**src/rtl/sev_disply_mux.sv**
```systemverilog
// Time-multiplexed seven-segment driver for an N-digit common-anode display.
// Scans one digit per slot, snapshots all inputs once per frame, and blanks the anodes at the start of each slot.
module sev_disply_mux #(
  parameter int NUM_DIGITS = 4,
  parameter int CLK_HZ     = 100000000,
  parameter int SCAN_HZ    = 1000,
  parameter int BLANK_CYC  = 2,
  parameter int HEX_EN     = 1
) (
  input  logic                    clk,
  input  logic                    rst,
  input  logic [4*NUM_DIGITS-1:0] digits,
  input  logic [NUM_DIGITS-1:0]   dp_en,
  input  logic [NUM_DIGITS-1:0]   dig_en,
  input  logic                    lz_blank,
  output logic [7:0]              seg_cat,
  output logic [NUM_DIGITS-1:0]   seg_an,
  output logic                    frame_start
);

  localparam int TICKS = CLK_HZ / SCAN_HZ;
  localparam int PSC_W = (TICKS > 1) ? $clog2(TICKS) : 1;
  localparam int IDX_W = (NUM_DIGITS > 1) ? $clog2(NUM_DIGITS) : 1;
  localparam logic [PSC_W-1:0] PSC_LAST  = PSC_W'(TICKS - 1);
  localparam logic [PSC_W-1:0] BLANK_END = PSC_W'(BLANK_CYC);
  localparam logic [IDX_W-1:0] IDX_LAST  = IDX_W'(NUM_DIGITS - 1);

  typedef enum logic {IDLE, SCAN} state_t;

  state_t                  state;
  logic [PSC_W-1:0]        psc;
  logic [IDX_W-1:0]        idx;
  logic [4*NUM_DIGITS-1:0] snap_digits;
  logic [NUM_DIGITS-1:0]   snap_dp;
  logic [NUM_DIGITS-1:0]   snap_en;
  logic                    snap_lz;

  logic [3:0]              cur_code;
  logic [NUM_DIGITS-1:0]   upper_zero;
  logic                    suppressed;
  logic                    visible;
  logic [7:0]              next_cat;
  logic [NUM_DIGITS-1:0]   next_an;

  function automatic logic [6:0] seg_pattern(input logic [3:0] code);
    case (code)
      4'h0: seg_pattern = 7'h40;
      4'h1: seg_pattern = 7'h79;
      4'h2: seg_pattern = 7'h24;
      4'h3: seg_pattern = 7'h30;
      4'h4: seg_pattern = 7'h19;
      4'h5: seg_pattern = 7'h12;
      4'h6: seg_pattern = 7'h02;
      4'h7: seg_pattern = 7'h78;
      4'h8: seg_pattern = 7'h00;
      4'h9: seg_pattern = 7'h10;
      4'hA: seg_pattern = 7'h08;
      4'hB: seg_pattern = 7'h03;
      4'hC: seg_pattern = 7'h27;
      4'hD: seg_pattern = 7'h21;
      4'hE: seg_pattern = 7'h06;
      default: seg_pattern = 7'h0E;
    endcase
  endfunction

  // IDLE exists only for the first clock after reset, where the first snapshot is taken.
  always_ff @(posedge clk or posedge rst) begin
    if (rst) begin
      state       <= IDLE;
      psc         <= '0;
      idx         <= '0;
      snap_digits <= '0;
      snap_dp     <= '0;
      snap_en     <= '0;
      snap_lz     <= 1'b0;
      frame_start <= 1'b0;
    end else begin
      frame_start <= 1'b0;
      if (state == IDLE) begin
        state       <= SCAN;
        snap_digits <= digits;
        snap_dp     <= dp_en;
        snap_en     <= dig_en;
        snap_lz     <= lz_blank;
        frame_start <= 1'b1;
      end else if (psc == PSC_LAST) begin
        psc <= '0;
        if (idx == IDX_LAST) begin
          idx         <= '0;
          snap_digits <= digits;
          snap_dp     <= dp_en;
          snap_en     <= dig_en;
          snap_lz     <= lz_blank;
          frame_start <= 1'b1;
        end else begin
          idx <= idx + 1'b1;
        end
      end else begin
        psc <= psc + 1'b1;
      end
    end
  end

  assign cur_code = snap_digits[4*idx +: 4];

  // upper_zero[i] is set when every digit from the leftmost down to i holds code 0.
  always_comb begin
    logic zero_run;
    zero_run   = 1'b1;
    upper_zero = '0;
    for (int i = NUM_DIGITS - 1; i >= 0; i--) begin
      zero_run      = zero_run & (snap_digits[4*i +: 4] == 4'd0);
      upper_zero[i] = zero_run;
    end
  end

  assign suppressed = snap_lz & (idx != '0) & upper_zero[idx];
  assign visible    = snap_en[idx] & ~suppressed & ((cur_code <= 4'd9) | (HEX_EN != 0));

  always_comb begin
    next_an  = '1;
    next_cat = 8'hFF;
    if ((psc >= BLANK_END) && visible) begin
      next_an[idx] = 1'b0;
      next_cat     = {~snap_dp[idx], seg_pattern(cur_code)};
    end
  end

  always_ff @(posedge clk or posedge rst) begin
    if (rst) begin
      seg_cat <= 8'hFF;
      seg_an  <= '1;
    end else begin
      seg_cat <= next_cat;
      seg_an  <= next_an;
    end
  end

endmodule

```
**config.mk**
```make
export PLATFORM = sky130hd
export DESIGN_NAME = sev_disply_mux
export DESIGN_NICKNAME = d
export VERILOG_FILES = /design/src/rtl/sev_disply_mux.sv
export SDC_FILE = /design/constraint.sdc
export NUM_CORES = 1
export LEC_CHECK = 0
export ABC_AREA = 1
export ABC_CLOCK_PERIOD_IN_PS = 3400
export BUFFER_PORTS_ARGS = -buffer_cell sky130_fd_sc_hd__buf_2
export CAP_MARGIN = 10
export CORE_ASPECT_RATIO = 1.1
export CORE_MARGIN = 3
export CORE_UTILIZATION = 35
export DETAILED_ROUTE_END_ITERATION = 16
export PLACE_DENSITY = 0.53
export SYNTH_ARGS = -nofsm -noshare
export SYNTH_HDL_FRONTEND = slang
export SYNTH_SLANG_ARGS = --single-unit
```
**constraint.sdc**
```tcl
create_clock -name clk -period 3.4 [get_ports clk]
set_input_delay 0.68 -clock clk [delete_from_list [all_inputs] [get_ports clk]]
set_output_delay 0.68 -clock clk [all_outputs]
set_load 0.02 [all_outputs]
```
---- After elaboration in Yosys (flattened, before gate mapping) ----
Memory sizes are Yosys's and may differ from the RTL's.
Index checks and enable logic that the tools add are counted.
word-level totals
  flip-flop bits (word level) ............. 58
  memory bits (read-only) ................. 112
  word-level logic and storage cells ...... 66
  memories ................................ 1
memory list
  memory            depth  bits a word  rd ports  clocked after memory_dff  wr ports  line  text
  (name not given)  16     7            1         0                         0         46    case (code)
cells by class
  $add $sub $neg .......................... 2
  magnitude comparators ................... 3
  eq/ne operators ......................... 4
  shift operators ......................... 1
  mux-type cells .......................... 27
  bitwise operators ....................... 9
  reduce and logical (&&, ||, !) cells .... 9
operators by type and width
  kind                     number
  $mux W16                 3
  $mux W4                  7
  $add A17 B1 Y17 const B  1
  $eq A17 B17 Y1 const B   1
  $ge A17 B2 Y1 const B    1
  $mux W17                 1
  $logic_not A4 Y1         4
  $shiftx A16 B5 Y4        1
  $mux W1                  10
  $mux W8                  1
  $and A1 B1 Y1            6
  $bmux W1 S2              3
  $ne A2 B1 Y1 const B     2
  $not A4 Y4               1
  $reduce_and A2 Y1        2
  $lt A2 B3 Y1 const B     1
  $add A2 B1 Y2 const B    1
  $demux W1 S2             1
  $eq A2 B2 Y1 const B     1
  $ge A2 B1 Y1 const B     1
  $logic_and A1 B1 Y1      2
  $mux W2                  1
  $not A1 Y1               2
  $reduce_bool A2 Y1       1

---- Longest topological paths before layout ----
  word-level depth ........................ 11
  gate-level depth with buffers ........... 11
  depth with buffers taken out ............ 10

---- Worst setup path after synthesis ----
No wires, ideal clock.
  kind .................................... register to register
  start point ............................. register idx[0]
  end point ............................... register seg_cat[3]
  library setup time ...................... 0.086 ns
  data arrival time ....................... 1.524 ns
  data required time ...................... 3.314 ns
  setup slack ............................. 1.790 ns
  cell stages (with the launch flop) ...... 12
  path buffers ............................ 1
  path through ............................ dfrtp_1 inv_2 buf_4 nand2_1 nand3_1 nand2_1 inv_1 ha_1 nand2_1 nand2_1 nand2_1 nand3_1
on the way
  word-level cells in the longest chain between the ends .. 7
  elaborated cells on any way between the ends .. 13
RTL lines
  item                                                    line  text
  from (decl)                                             32    logic [IDX_W-1:0] idx;
  from (signal assigned)                                  96    idx <= idx + 1'b1;
  branches (longest 6 deep; another with $mem_v2 Z16 W7)  n/a
  $mux W8 *                                               123   if ((psc >= BLANK_END) && visible) begin
  named net next_cat[3]                                   42    logic [7:0] next_cat;
  to (signal assigned)                                    134   seg_cat <= next_cat;
  to (decl)                                               16    output logic [7:0] seg_cat,
Mark *: on every way through the listed nets, which the timed path passes. The select of a mux whose other input is x is not followed.
A chain may end at the register's enable or synchronous reset.

---- Worst setup path after layout ----
  start point ............................. register idx[0]
  end point ............................... register seg_cat[1]
Same word-level chain as after synthesis.

==> summary.md <==
| Metric | Value |
|---|---|
| P_sw | `530.3 uW` |
| Count of cell types in the netlist | `32` |
| DRT iter0 DRCs | `145` |
| Setup Fix Bufs, Post-CTS | `0` |
| Final net count | `477` |
| Worst Skew | `0.01079 ns` |
| Vias post-DR | `2,570` |
| Pre-CTS setup slack | `1.268 ns` |
| Worst Hold Class | `in -> async` |
| Syn Area/Cell | `7.801 sq um` |
| GPL Wtd Cong | `0.8615` |
| Total gr overflow | `0` |
| Initial core utilization | `36.54%` |
| Reg-to-reg critical path endpoint | `seg_cat[1]$_DFF_PP1_` |
| Routed wire length | `6.822 mm` |
| Crit path time final | `2.143 ns` |
| Post-Synth Adder-Cell Area | `4.812%` |
| Final Cycle Share | `63.02%` |
| Die area | `10,090 sq um` |
| Mux contribution to synthesized area | `0%` |
| Endpoint type of the worst setup path | `flop` |
| # hold bufs at CTS | `0` |
| Clk pwr share | `38.1%` |
| Slew HR | `51.01%` |
| Synth Area in XOR/XNOR | `2.807%` |
| Fill cells | `915` |
| Area share of the largest cell type after synthesis | `36.89%` |
| Combinational family with the most area after synthesis | `simple AND/OR/NAND/NOR gates` |
| Max-cap viol count | `0` |
| Post-synthesis sequential area ratio | `46.99%` |
| Fraction of layout cells with a size suffix above 1 | `18.74%` |
| Compound-Gate Fraction of Synth Area | `2.847%` |
| Via density | `4.639` |
| Post_cts resized | `0` |
| R2R Path Start | `idx[0]$_DFFE_PP0P_` |
| Ant. Diodes | `0` |
| #FFs+latches synth | `58` |
| Synth top area cells | `dfrtp_1 (37%), nand2_1 (17%), dfstp_2 (10%)` |
| Status | `finished, final reports clean` |
| Depth of the worst register-to-register path | `9` |
| Clock slew at reported path FFs | `0.07 ns` |
| Worst Path Buf+Inv | `1` |
| Post-DP HPWL | `4.937 mm` |
| Top Ports | `40` |
| Final Max Tran Viols | `0` |
| Total CTS buffers | `9` |
| Crit-path max cell delay | `0.57 ns` |
| Critical path required time | `3.62 ns` |
| ANT nets after route | `0` |
| RSZ-0062 raised after global routing | `no` |
| Crit path max-delay family | `simple AND/OR/NAND/NOR gates` |
| CP cell instances | `inv_2 > ha_1 > nor2_1 > nand2_1 > nor2_1 > nand2_1 > a21oi_1 > nor2_1 > nand3_1` |
| CP Max Fanout | `17` |
| TNS Setup | `0 ns` |
| Post-synthesis cell count | `400` |
| Largest net degree at the start of global routing | `32` |
| Yosys warning total | `0` |
| Area of the core | `8539 sq um` |
| Kind of critical path | `reg -> reg` |
| Sw frac | `28.58%` |
| Wirelength per Cell | `12.31 um` |
| Synthesis-to-layout area growth | `15.52%` |
| Logic gate share of total power | `15.9%` |
| Lkg Pwr | `1.837 nW` |
| Clock root buffer | `clkbuf_8` |
| Max frequency | `466.7 MHz` |
| Most used cell, CP | `nor2_1` |
| First-pass GRT wire length | `11.79 mm` |
| Slowest cell on the critical path | `dfrtp_1` |
| Final Hold Viols | `0` |
| Post-synth top area cell | `dfrtp_1` |
| Vias in the first global route | `2,518` |
| Startpoint Class | `flop` |
| Endpoints failing setup | `0` |
| Post-synthesis simple-gate area fraction | `36.61%` |
| DIE WIDTH | `96.03 um` |
| TritonCTS clock tree | `built` |
| Port bufs | `39` |
| Initial antenna violation count | `0` |
| DR pass1 iterations | `4` |
| FP Rows | `35` |
| # H-tree levels | `3` |
| Crit path arrival time | `2.36 ns` |
| Slew @ Worst Pin | `0.7321 ns` |
| Reg power frac | `46.1%` |
| Worst skew pair latency | `0.34 ns` |
| Die Ht | `105.0 um` |
| Hold WS | `0.2806 ns` |
| Maximum vdd drop | `0.1846 mV` |
| Mapped Area | `3120 sq um` |
| Overall Power | `1.856 mW` |
| Reg2Reg Setup Slack | `1.26 ns` |
| Overall routing resource usage | `14.72%` |
| Power Internal | `1.325 mW` |
| Final setup margin | `1.257 ns` |
| CP Depth | `9` |
| Syn Nets | `439` |
| Max clock buf depth | `2` |
| Cell Pwr Density | `514.7 nW/um^2` |
| Clk sinks | `58` |
| DRC | `0` |
[metal layers]
metal  wire [um]  GRT usage, %  vias up
li1            -             -     1345
met1        3356         21.00     1150
met2        2999         21.41       66
met3         383         3.744        9
met4          82         5.081        0
met5           0             0        -
[worst max path at each step]
| stage | start | to | slack [ns] |
|---|---|---|---|
| after floorplan | rst | frame_start$_DFF_PP0_ | 1.31 |
| after global placement | idx[0]$_DFFE_PP0P_ | seg_cat[2]$_DFF_PP1_ | 1.36 |
| after detailed placement | idx[0]$_DFFE_PP0P_ | seg_cat[1]$_DFF_PP1_ | 1.27 |
| after CTS | idx[0]$_DFFE_PP0P_ | seg_cat[1]$_DFF_PP1_ | 1.25 |
| after global routing | idx[0]$_DFFE_PP0P_ | seg_cat[3]$_DFF_PP1_ | 0.98 |
| final | idx[0]$_DFFE_PP0P_ | seg_cat[1]$_DFF_PP1_ | 1.26 |
[layout by cell type, fill, tap and decap left out, types with 2 or more instances in the layout]
cell and n:
inv_2 4, o21ai_1 2, nor3_1 5, xor2_1 5, nand2_1 142, o21ai_0 7
dfrtp_1 46, nand4_1 3, nand3_1 58, clkbuf_8 10, a21oi_1 4, nor2_1 44
nor2_2 3, nor2_4 2, inv_1 20, buf_4 3, xnor2_1 5, clkinv_2 2
bufinv_16 2, dfstp_2 12, ha_1 12, buf_2 39
[Yosys cell counts, drive strengths merged]
cell type,n
conb,1
inv,24
o21ai,9
nand3,59
dfstp,12
a22o,1
xor2,5
nand2,144
xnor2,5
a31o,1
ha,12
nand3b,1
o22ai,1
and2,1
nor2,49
or2,1
dfrtp,46
nand4,4
buf,15
a21oi,4
nor3,5
[stage by stage]
stage	std cells	utilization (%)	instance area, sq um
floorplan	400	-	3120
global placement	538	39.65	3386
detailed placement	538	39.65	3386
CTS	554	42.21	3605
global route	554	42.21	3605
finish	554	42.21	3605
[cells by family after synthesis]
family	count (synthesis)
XOR/XNOR	10
AND/OR/NAND/NOR	264
flip-flops	58
other	1
AO/OA/AOI/OAI	16
buffers and inverters	39
adder cells (fa/ha/maj)	12
[worst reg2reg max path: stages (launching register included)]
cell	delay, ns
dfrtp_1	0.57
inv_2	0.31
ha_1	0.21
nor2_1	0.05
nand2_1	0.05
nor2_1	0.04
nand2_1	0.05
a21oi_1	0.04
nor2_1	0.56
nand3_1	0.15
[state kept, by name, indices dropped and copies added, names as in the netlist]
register and flops:
snap_dp 4, idx 2, psc 17, snap_en 4, seg_cat 8, frame_start 1, snap_digits 16, seg_an 4
state 1, snap_lz 1
[power groups by stage]
| stage | combinational, mW | clock, mW | sequential, mW |
|---|---|---|---|
| finish | 0.294 | 0.706 | 0.855 |
| global route | 0.341 | 0.761 | 0.867 |
| CTS | 0.300 | 0.728 | 0.855 |
| detailed placement | 0.299 | 0 | 0.867 |
| global placement | 0.295 | 0 | 0.868 |
| floorplan | 0.222 | 0 | 0.863 |
[area by class of cell]
cell class | count | area (sq um) | share of cell area, %
repair buffers | 42 | 217.7 | 6.040
clock inverters | 5 | 77.57 | 2.152
well taps | 111 | 138.9 | 3.853
multi-input cells | 303 | 1473 | 40.85
clock buffers | 11 | 141.4 | 3.922
flip-flops and latches | 58 | 1466 | 40.68
inverters | 24 | 90.09 | 2.499
(Power assumes the default switching activity.)
